`src/rtl/pc_table_pkg.sv`:
```
// ---------------------------------------------------------------------------
// pc_table_pkg
// Shared types and defaults for the writable branch-target table.
//   pct_state_t    : init sequencer state (clearing vs. accepting requests)
//   PCT_AW_DEFAULT : default index width (depth = 2**AW)
//   PCT_D_DEFAULT  : default target/PC width
// The entry struct depends on the D parameter, so it is declared inside
// pc_target_table; pct_entry_width() gives its packed width for any D.
// ---------------------------------------------------------------------------
package pc_table_pkg;

  typedef enum logic {
    PCT_INIT  = 1'b0,
    PCT_READY = 1'b1
  } pct_state_t;

  localparam int PCT_AW_DEFAULT = 4;
  localparam int PCT_D_DEFAULT  = 10;

  // Packed width of one {valid, rel, data} entry.
  function automatic int pct_entry_width(input int d);
    return d + 2;
  endfunction

endpackage

```
`src/rtl/pct_resolve.sv`:
```
// ---------------------------------------------------------------------------
// pct_resolve
// Combinational target resolver for a table entry.
//   rel    in  1  entry holds a two's-complement offset from pc
//   data   in  D  absolute target or offset
//   pc     in  D  PC captured with the lookup request
//   target out D  rel ? (pc + data) mod 2**D : data
// Carry out of the adder is dropped, so negative offsets wrap naturally.
// ---------------------------------------------------------------------------
module pct_resolve
  import pc_table_pkg::*;
#(
  parameter int D = PCT_D_DEFAULT
) (
  input  logic         rel,
  input  logic [D-1:0] data,
  input  logic [D-1:0] pc,
  output logic [D-1:0] target
);

  logic [D-1:0] sum;

  assign sum    = pc + data;
  assign target = rel ? sum : data;

endmodule

```
`src/rtl/pc_target_table.sv`:
```
// ---------------------------------------------------------------------------
// pc_target_table
// Writable branch-target table. The fetch stage issues an index and the
// absolute target comes back one cycle later. Every entry carries a valid bit;
// an init sequencer clears all entries after each reset, one per cycle.
//
// Build option: define PCT_RELATIVE_EN to store a per-entry rel bit and
// resolve relative entries as pc + offset. Without it wr_rel and pc are
// ignored and every entry is absolute.
//
// Ports:
//   clk        in   1   rising-edge clock
//   reset      in   1   synchronous, active-high
//   init_done  out  1   table cleared and accepting requests
//   wr_en      in   1   write strobe
//   wr_addr    in   AW  entry to write
//   wr_data    in   D   absolute target or signed offset
//   wr_rel     in   1   entry is PC-relative (PCT_RELATIVE_EN only)
//   rd_req     in   1   lookup request
//   rd_addr    in   AW  entry to look up
//   pc         in   D   current PC, captured with rd_req
//   rd_valid   out  1   one-cycle pulse, rd_target/rd_miss valid
//   rd_target  out  D   resolved target, 0 on miss
//   rd_miss    out  1   entry not written since init
// ---------------------------------------------------------------------------
module pc_target_table
  import pc_table_pkg::*;
#(
  parameter int AW = PCT_AW_DEFAULT,
  parameter int D  = PCT_D_DEFAULT
) (
  input  logic          clk,
  input  logic          reset,
  output logic          init_done,
  input  logic          wr_en,
  input  logic [AW-1:0] wr_addr,
  input  logic [D-1:0]  wr_data,
  input  logic          wr_rel,
  input  logic          rd_req,
  input  logic [AW-1:0] rd_addr,
  input  logic [D-1:0]  pc,
  output logic          rd_valid,
  output logic [D-1:0]  rd_target,
  output logic          rd_miss
);

  localparam int DEPTH = 2**AW;
  localparam int EW    = pct_entry_width(D);

  typedef struct packed {
    logic         valid;
    logic         rel;
    logic [D-1:0] data;
  } pct_entry_t;

  // ---------------------------------------------------------------- FSM ----
  pct_state_t    state_reg, state_next;
  logic [AW-1:0] clr_ptr_reg, clr_ptr_next;
  logic          init_done_reg, init_done_next;
  logic          ready;

  assign ready = (state_reg == PCT_READY);

  always_comb begin
    state_next     = state_reg;
    clr_ptr_next   = clr_ptr_reg;
    init_done_next = init_done_reg;
    case (state_reg)
      PCT_INIT: begin
        clr_ptr_next = clr_ptr_reg + AW'(1);
        // Last entry is cleared on this edge; requests are taken from the next.
        if (clr_ptr_reg == {AW{1'b1}}) begin
          state_next     = PCT_READY;
          init_done_next = 1'b1;
        end
      end
      PCT_READY: begin
        state_next = PCT_READY;
      end
      default: begin
        state_next     = PCT_INIT;
        clr_ptr_next   = '0;
        init_done_next = 1'b0;
      end
    endcase
  end

  always_ff @(posedge clk) begin
    if (reset) begin
      state_reg     <= PCT_INIT;
      clr_ptr_reg   <= '0;
      init_done_reg <= 1'b0;
    end else begin
      state_reg     <= state_next;
      clr_ptr_reg   <= clr_ptr_next;
      init_done_reg <= init_done_next;
    end
  end

  assign init_done = init_done_reg;

  // ------------------------------------------------------------ storage ----
  pct_entry_t              wr_entry;
  logic                    wr_hit;
  logic [DEPTH-1:0][EW-1:0] entries;

  assign wr_hit         = ready && wr_en;
  assign wr_entry.valid = 1'b1;
`ifdef PCT_RELATIVE_EN
  assign wr_entry.rel   = wr_rel;
`else
  assign wr_entry.rel   = 1'b0;
`endif
  assign wr_entry.data  = wr_data;

  // One flop row per entry: cleared by the init sequencer, otherwise written
  // by the write port. Both are blocked while reset is asserted.
  generate
    for (genvar gi = 0; gi < DEPTH; gi++) begin : g_entry
      pct_entry_t entry_reg;

      always_ff @(posedge clk) begin
        if (!reset) begin
          if (!ready && (clr_ptr_reg == AW'(gi))) begin
            entry_reg <= '0;
          end else if (wr_hit && (wr_addr == AW'(gi))) begin
            entry_reg <= wr_entry;
          end
        end
      end

      assign entries[gi] = entry_reg;
    end
  endgenerate

  // ------------------------------------------------------- read stage 1 ----
  // Capture the addressed entry at the request edge. A write to the same
  // address on that edge is forwarded so the read sees the new contents.
  pct_entry_t rd_entry_next, rd_entry_reg;
  logic       rd_accept;
  logic       req_reg;

  assign rd_accept     = ready && rd_req;
  assign rd_entry_next = (wr_hit && (wr_addr == rd_addr)) ? wr_entry
                                                          : pct_entry_t'(entries[rd_addr]);

  always_ff @(posedge clk) begin
    if (reset) begin
      req_reg <= 1'b0;
    end else begin
      req_reg <= rd_accept;
    end
  end

  always_ff @(posedge clk) begin
    if (rd_accept) begin
      rd_entry_reg <= rd_entry_next;
    end
  end

  // ---------------------------------------------------------- resolver ----
  logic [D-1:0] resolved;

`ifdef PCT_RELATIVE_EN
  logic [D-1:0] pc_reg;

  always_ff @(posedge clk) begin
    if (rd_accept) begin
      pc_reg <= pc;
    end
  end

  pct_resolve #(
    .D (D)
  ) u_resolve (
    .rel    (rd_entry_reg.rel),
    .data   (rd_entry_reg.data),
    .pc     (pc_reg),
    .target (resolved)
  );
`else
  // Absolute-only build: pc, wr_rel and the rel field carry no information.
  logic unused_rel_inputs;

  assign unused_rel_inputs = ^{wr_rel, pc, rd_entry_reg.rel};
  assign resolved          = rd_entry_reg.data;
`endif

  // ------------------------------------------------------- read stage 2 ----
  logic         rd_valid_reg;
  logic [D-1:0] rd_target_reg;
  logic         rd_miss_reg;

  always_ff @(posedge clk) begin
    if (reset) begin
      rd_valid_reg  <= 1'b0;
      rd_target_reg <= '0;
      rd_miss_reg   <= 1'b0;
    end else if (req_reg) begin
      rd_valid_reg  <= 1'b1;
      rd_target_reg <= rd_entry_reg.valid ? resolved : '0;
      rd_miss_reg   <= !rd_entry_reg.valid;
    end else begin
      // Target and miss hold their last value between results.
      rd_valid_reg  <= 1'b0;
    end
  end

  assign rd_valid  = rd_valid_reg;
  assign rd_target = rd_target_reg;
  assign rd_miss   = rd_miss_reg;

endmodule

```
`config.mk`:
```
export PLATFORM = sky130hd
export DESIGN_NAME = pc_target_table
export DESIGN_NICKNAME = d
export VERILOG_FILES = /design/src/rtl/pc_table_pkg.sv /design/src/rtl/pct_resolve.sv /design/src/rtl/pc_target_table.sv
export SDC_FILE = /design/constraint.sdc
export NUM_CORES = 1
export LEC_CHECK = 0
export ABC_AREA = 1
export CAP_MARGIN = 25
export CORE_ASPECT_RATIO = 0.75
export CORE_MARGIN = 3
export CORE_UTILIZATION = 49
export DETAILED_ROUTE_END_ITERATION = 8
export PLACE_DENSITY_LB_ADDON = 0.2
export SLEW_MARGIN = 20
export SYNTH_ARGS = -nofsm -noshare
export SYNTH_HDL_FRONTEND = slang
export SYNTH_SLANG_ARGS = --single-unit
```
`constraint.sdc`:
```
create_clock -name clk -period 2.35 [get_ports clk]
set_input_delay 0.3525 -clock clk [delete_from_list [all_inputs] [get_ports clk]]
set_output_delay 0.3525 -clock clk [all_outputs]
set_load 0.05 [all_outputs]
```
==> results of run 1 <==
cell type report:
type,instances,area (um2)
Clock buffer,28,562
Clock inverter,9,45.0
Fill cell,1717,8250
Inverter,167,631
Multi-Input combinational cell,678,2850
Sequential cell,206,6000
Tap cell,253,317
Timing Repair Buffer,100,888
worst register-to-register path, stage by stage, from the launching register on:
cell and delay [ns]:
dfxtp_1 0.50, nand2_2 0.14, nor3_1 0.42, nand2_1 0.17
a21oi_1 0.17, buf_4 0.23
cell families (layout without fill, tap and decap cells):
logic type	count (synthesis)	in the layout	share of synthesized area, %
simple gates	629	629	26.0
buf+inv	236	304	10.0
flops	206	206	61.0
compound gates	44	44	2.37
fa+ha+maj	4	4	0.509
xor+xnor	1	1	0.0891
report_power, final:
part	switching [mW]	internal, mW
clock network	1.38	1.68
logic	0.479	0.238
registers	0.0146	4.06
cell usage in the layout, fill, tap and decap left out:
cell type | Yosys | layout
clkbuf_16 | 0 | 21
edfxtp_1 | 187 | 187
buf_2 | 33 | 2
nor3_2 | 1 | 1
nor4_1 | 1 | 1
o211ai_1 | 3 | 3
clkbuf_8 | 0 | 1
inv_6 | 0 | 1
buf_4 | 4 | 61
nor2_1 | 207 | 207
buf_12 | 0 | 5
nand2_1 | 269 | 269
clkinv_1 | 0 | 3
nor3_1 | 5 | 5
ha_1 | 4 | 4
xor2_1 | 1 | 1
dfxtp_1 | 19 | 19
o21ai_1 | 2 | 2
clkinv_2 | 1 | 6
a21oi_1 | 29 | 29
o22ai_1 | 2 | 2
clkbuf_1 | 25 | 6
inv_1 | 163 | 163
a211oi_1 | 1 | 1
inv_2 | 2 | 2
o21ai_0 | 7 | 7
nand3_1 | 145 | 145
inv_4 | 1 | 1
nand2_2 | 1 | 1
clkdlybuf4s50_1 | 0 | 32
final timing paths:
kind | end | cells past startpoint | slack, ns | startpoint
worst max-delay path | rd_target[1] | 1 | 0.32 | rd_target[1]
worst min register to register | rd_target[5] | 2 | 0.47 | rd_target[5]
worst max register to register | entries[2] | 5 | 0.43 | ready
worst min-delay path | req_reg | 3 | 0.43 | rd_req
through the flow:
step           worst slack, ns  power (mW)  hold slack, ns
2_1_floorplan            0.495        4.58           0.473
3_3_place_gp             0.170        4.85           0.455
3_5_place_dp             0.115        4.86           0.459
4_1_cts                  0.314        7.87           0.412
5_1_grt                  0.288        8.11           0.470
6_report                 0.322        7.85           0.425
routing by layer:
layer / global-route usage (%) / share of wire (%) / vias to the layer above / routed length (um)
li1: - / - / 3656 / -
met1: 35.7 / 46 / 3544 / 11600
met2: 36.9 / 45 / 246 / 11300
met3: 3.44 / 6.9 / 47 / 1740
met4: 6.44 / 2.6 / 0 / 663
met5: 0 / 0 / - / 0
==> results.json, run 1 <==
{
  "clk_pin_slew_ns": 0.06,
  "syn_to_final_growth_pct": 14.8,
  "coreArea_um2": 19500,
  "period_share_pct": 86.3,
  "cts_setup_buffers": 0,
  "syn_nets": 1157,
  "cts_sinks": 206,
  "cts.repair.resized": 0,
  "dp_cells": 1404,
  "status": "finished clean",
  "initial_core_util_pct": 50.3,
  "max_stage_delay_ns": 0.82,
  "drc": 0,
  "ioPinCount": 46,
  "grt_first_pass_wirelength_um": 40200,
  "critPathTopFamily": "buffers and inverters",
  "die_area_um2": 21800,
  "slew_headroom_pct": 61.9,
  "grt_use_total_pct": 23.9,
  "tritoncts": "built",
  "drtPass1Iterations": 6,
  "grt-ovfl-total": 0,
  "holdCritPathClass": "primary input to flop",
  "fin_tns_setup_ns": 0,
  "syn_inst": 1120,
  "path_buf_inv": 1,
  "synth.cell_area_um2": 9830,
  "htreeDepth": 1,
  "portBuffers": 34,
  "period_minus_slack_ns": 2.03,
  "rows": 44,
  "synth.most_common_cell": "nand2_1",
  "numCtsBuffers": 21,
  "crit_chain": "clkdlybuf4s50_1",
  "die_x_um": 170,
  "max_cap_violations": 0,
  "grt_max_degree": 49,
  "rsz0062_at_grt": "false",
  "dpl_cell_area_um2": 10700,
  "final_layout_size_suffix_gt1_share_pct": 8.59,
  "final_cell_area_um2": 11300,
  "setup_viol": 0,
  "skew_ns": 0.00978,
  "post-dp-hpwl_um": 17100,
  "n_antenna_cell": 0,
  "synth_top_cells_by_count": "nand2_1, nor2_1, edfxtp_1, inv_1, nand3_1",
  "yosys.area.top_type": "edfxtp_1",
  "cts_hold_buf": 0,
  "hold_viol": 0,
  "yosysWarnings": 0,
  "layout.nets": 1211,
  "ys_seq_elements": 206,
  "synth_flop_cell": "edfxtp_1",
  "first_global_vias": 7250,
  "die_y_um": 129,
  "tightest_slew_ns": 0.570,
  "critPathCaptureType": "output pin",
  "yosys.cell_types.count": 26,
  "ir_worst_vdd_mv": 0.573,
  "slowest_stage": "clkdlybuf4s50_1",
  "netlist.area_leader.share_pct": 57.1,
  "synth-seq-area-share_pct": 61.0,
  "syn_area_per_cell_um2": 8.78,
  "gp_congestion": 0.956,
  "routed_via_density": 5.20,
  "root_buffer": "clkbuf_16",
  "wirelength_um": 25300,
  "fmax_ghz": 0.493,
  "initialDrtViolationCount": 771,
  "powerDensity_nw_per_um2": 696,
  "num_vias": 7493,
  "required_ns": 2.00,
  "final_util_pct": 57.8,
  "async_flop_share_pct": 0,
  "clock_path_buffers": 3,
  "p_leak_nw": 4.77,
  "worstSetupPathType": "flop to output pin",
  "instances_no_fill": 1441,
  "start_kind": "flop",
  "arrival_ns": 1.68,
  "synth-edff-count": 187,
  "largest_reg_flops": 176,
  "wire_per_inst_um": 17.6,
  "insertion_delay_ns": 0.51,
  "crit_fanout": 2,
  "antenna_found_initial": 0,
  "drtAntennaViolNets": 0,
  "synth.area.top_cells": "edfxtp_1, nand2_1, nor2_1",
  "finalMaxSlewViolations": 0
}
No activity file was read; power rests on OpenSTA's default activity.
==> run 2: changes to the inputs <==
CORE_ASPECT_RATIO = unset   (was 0.75)
GPL_TIMING_DRIVEN = 1   (was unset)
RECOVER_POWER = 25   (was unset)
==> results.json, run 2 (synthesis results as in run 1) <==
{
  "max_cap_violations": 0,
  "clock_path_buffers": 3,
  "die_area_um2": 21800,
  "rsz0062_at_grt": "false",
  "ir_worst_vdd_mv": 0.431,
  "busiest_layer": "met2",
  "grtUsageMet2_pct": 36.5,
  "final_layout_size_suffix_gt1_share_pct": 7.92,
  "coreArea_um2": 19600,
  "hold_viol": 0,
  "routed_via_density": 5.17,
  "fmax_ghz": 0.483,
  "clk_pin_slew_ns": 0.06,
  "finalMaxSlewViolations": 0,
  "grt_util_met1_pct": 33.0,
  "dp_slack_ns": -0.213,
  "initialDrtViolationCount": 798,
  "powerDensity_nw_per_um2": 716,
  "drtPass1Iterations": 5,
  "instances_no_fill": 1452,
  "root_buffer": "clkbuf_16",
  "die_x_um": 148,
  "grt_use_met3_pct": 3.28,
  "gp_congestion": 0.871,
  "die_y_um": 148,
  "critPathCaptureType": "flop",
  "setup_ws_ns": 0.279,
  "largest_reg_flops": 176,
  "period_share_pct": 88.1,
  "post-dp-hpwl_um": 16800,
  "period_minus_slack_ns": 2.07,
  "crit_chain": "clkdlybuf4s50_1 > o22ai_1 > nor2_1 > nand2_1 > nand2_1 > nand2_1",
  "worstSetupPathType": "primary input to flop",
  "portBuffers": 34,
  "critPathTopFamily": "simple AND/OR/NAND/NOR gates",
  "slew_headroom_pct": 43.5,
  "drtAntennaViolNets": 0,
  "tightest_slew_ns": 0.847,
  "wirelength_um": 25200,
  "skew_ns": 0.0216,
  "status": "finished clean",
  "most-common-layout-cells": "nand2_1, nor2_1, edfxtp_1",
  "dp_cells": 1414,
  "critical_path.most_common_cell": "nand2_1",
  "p_leak_nw": 4.76,
  "n_antenna_cell": 0,
  "initial_core_util_pct": 50.2,
  "num_vias": 7514,
  "arrival_ns": 2.34,
  "tritoncts": "built",
  "grt_max_degree": 49,
  "layout.nets": 1210,
  "required_ns": 2.61,
  "grt-ovfl-total": 0,
  "setup_viol": 0,
  "crit_fanout": 11,
  "final_util_pct": 57.9,
  "antenna_found_initial": 0,
  "path_buf_inv": 1,
  "cts_sinks": 206,
  "grt_first_pass_wirelength_um": 38600,
  "slowest_stage": "clkdlybuf4s50_1",
  "htreeDepth": 1,
  "numCtsBuffers": 22,
  "rows": 51,
  "start_kind": "primary input",
  "grt_use_total_pct": 23.0,
  "wire_per_inst_um": 17.4,
  "finalPower_mw": 8.12,
  "holdCritPathClass": "primary input to flop",
  "insertion_delay_ns": 0.51,
  "cts_hold_buf": 0,
  "cts.repair.resized": 0,
  "cts_setup_buffers": 0,
  "drc": 0,
  "ioPinCount": 46,
  "syn_to_final_growth_pct": 15.4,
  "layout_commonest_cell": "nand2_1",
  "max_stage_delay_ns": 0.61,
  "first_global_vias": 7178
}
==> run 2: cell types whose count changed in the layout (fill, tap and decap cells not counted), sizes merged <==
| cell | before | now |
|---|---|---|
| clkbuf | 28 | 41 |
| buf | 68 | 56 |
| clkinvlp | 0 | 1 |
| bufinv | 0 | 1 |
| dlygate4sd3 | 0 | 1 |
| clkinv | 9 | 6 |
| inv | 167 | 166 |
| clkdlybuf4s50 | 32 | 31 |
==> run 2: stage by stage <==
| stage | TNS, ns | hold WS [ns] | cell area [um2] |
|---|---|---|---|
| final | 0 | 0.430 | 11300 |
| after CTS | 0 | 0.417 | 11400 |
| after floorplan | 0 | 0.473 | 9830 |
| after detailed placement | -2.04 | 0.458 | 10700 |
| after global routing | 0 | 0.450 | 11300 |
| after global placement | -1.80 | 0.457 | 10700 |
==> run 2: worst reg2reg max path, cell delays in order (launching register included) <==
cell      delay (ns)
dfxtp_1         0.34
nand2_2         0.08
clkinv_2        0.05
o21ai_1         0.05
nor2_1          0.58
nand2_1         0.42
nand2_1         0.19
nand2_1         0.06
==> run 2: final timing paths <==
check                                  start  slack, ns           end  depth (start not counted)
worst max-delay path              wr_addr[1]       0.28   resolved[2]                          6
worst min-delay path                  rd_req       0.43       req_reg                          3
worst max register to register         ready       0.33   resolved[2]                          7
worst min register to register  rd_target[2]       0.47  rd_target[2]                          2
==> run 2: area by class of cell <==
type	instances	area (um2)
inverter	167	631
tap	265	332
multi-input combinational	678	2850
clock buffer	31	626
clock inverter	7	61.3
timing repair buffer	98	850
fill	1702	8240
sequential	206	6000
==> run 2: power by group <==
| part | internal, mW | switching (mW) | total (mW) |
|---|---|---|---|
| Sequential | 4.06 | 0.0145 | 4.08 |
| Combinational | 0.234 | 0.474 | 0.707 |
| Clock | 1.96 | 1.38 | 3.34 |
==> run 2: metal layers <==
layer / part of all wire (%) / wire length [um]
met5: 0 / 0
met4: 3.0 / 756
met3: 6.7 / 1680
met2: 46 / 11700
met1: 44 / 11100
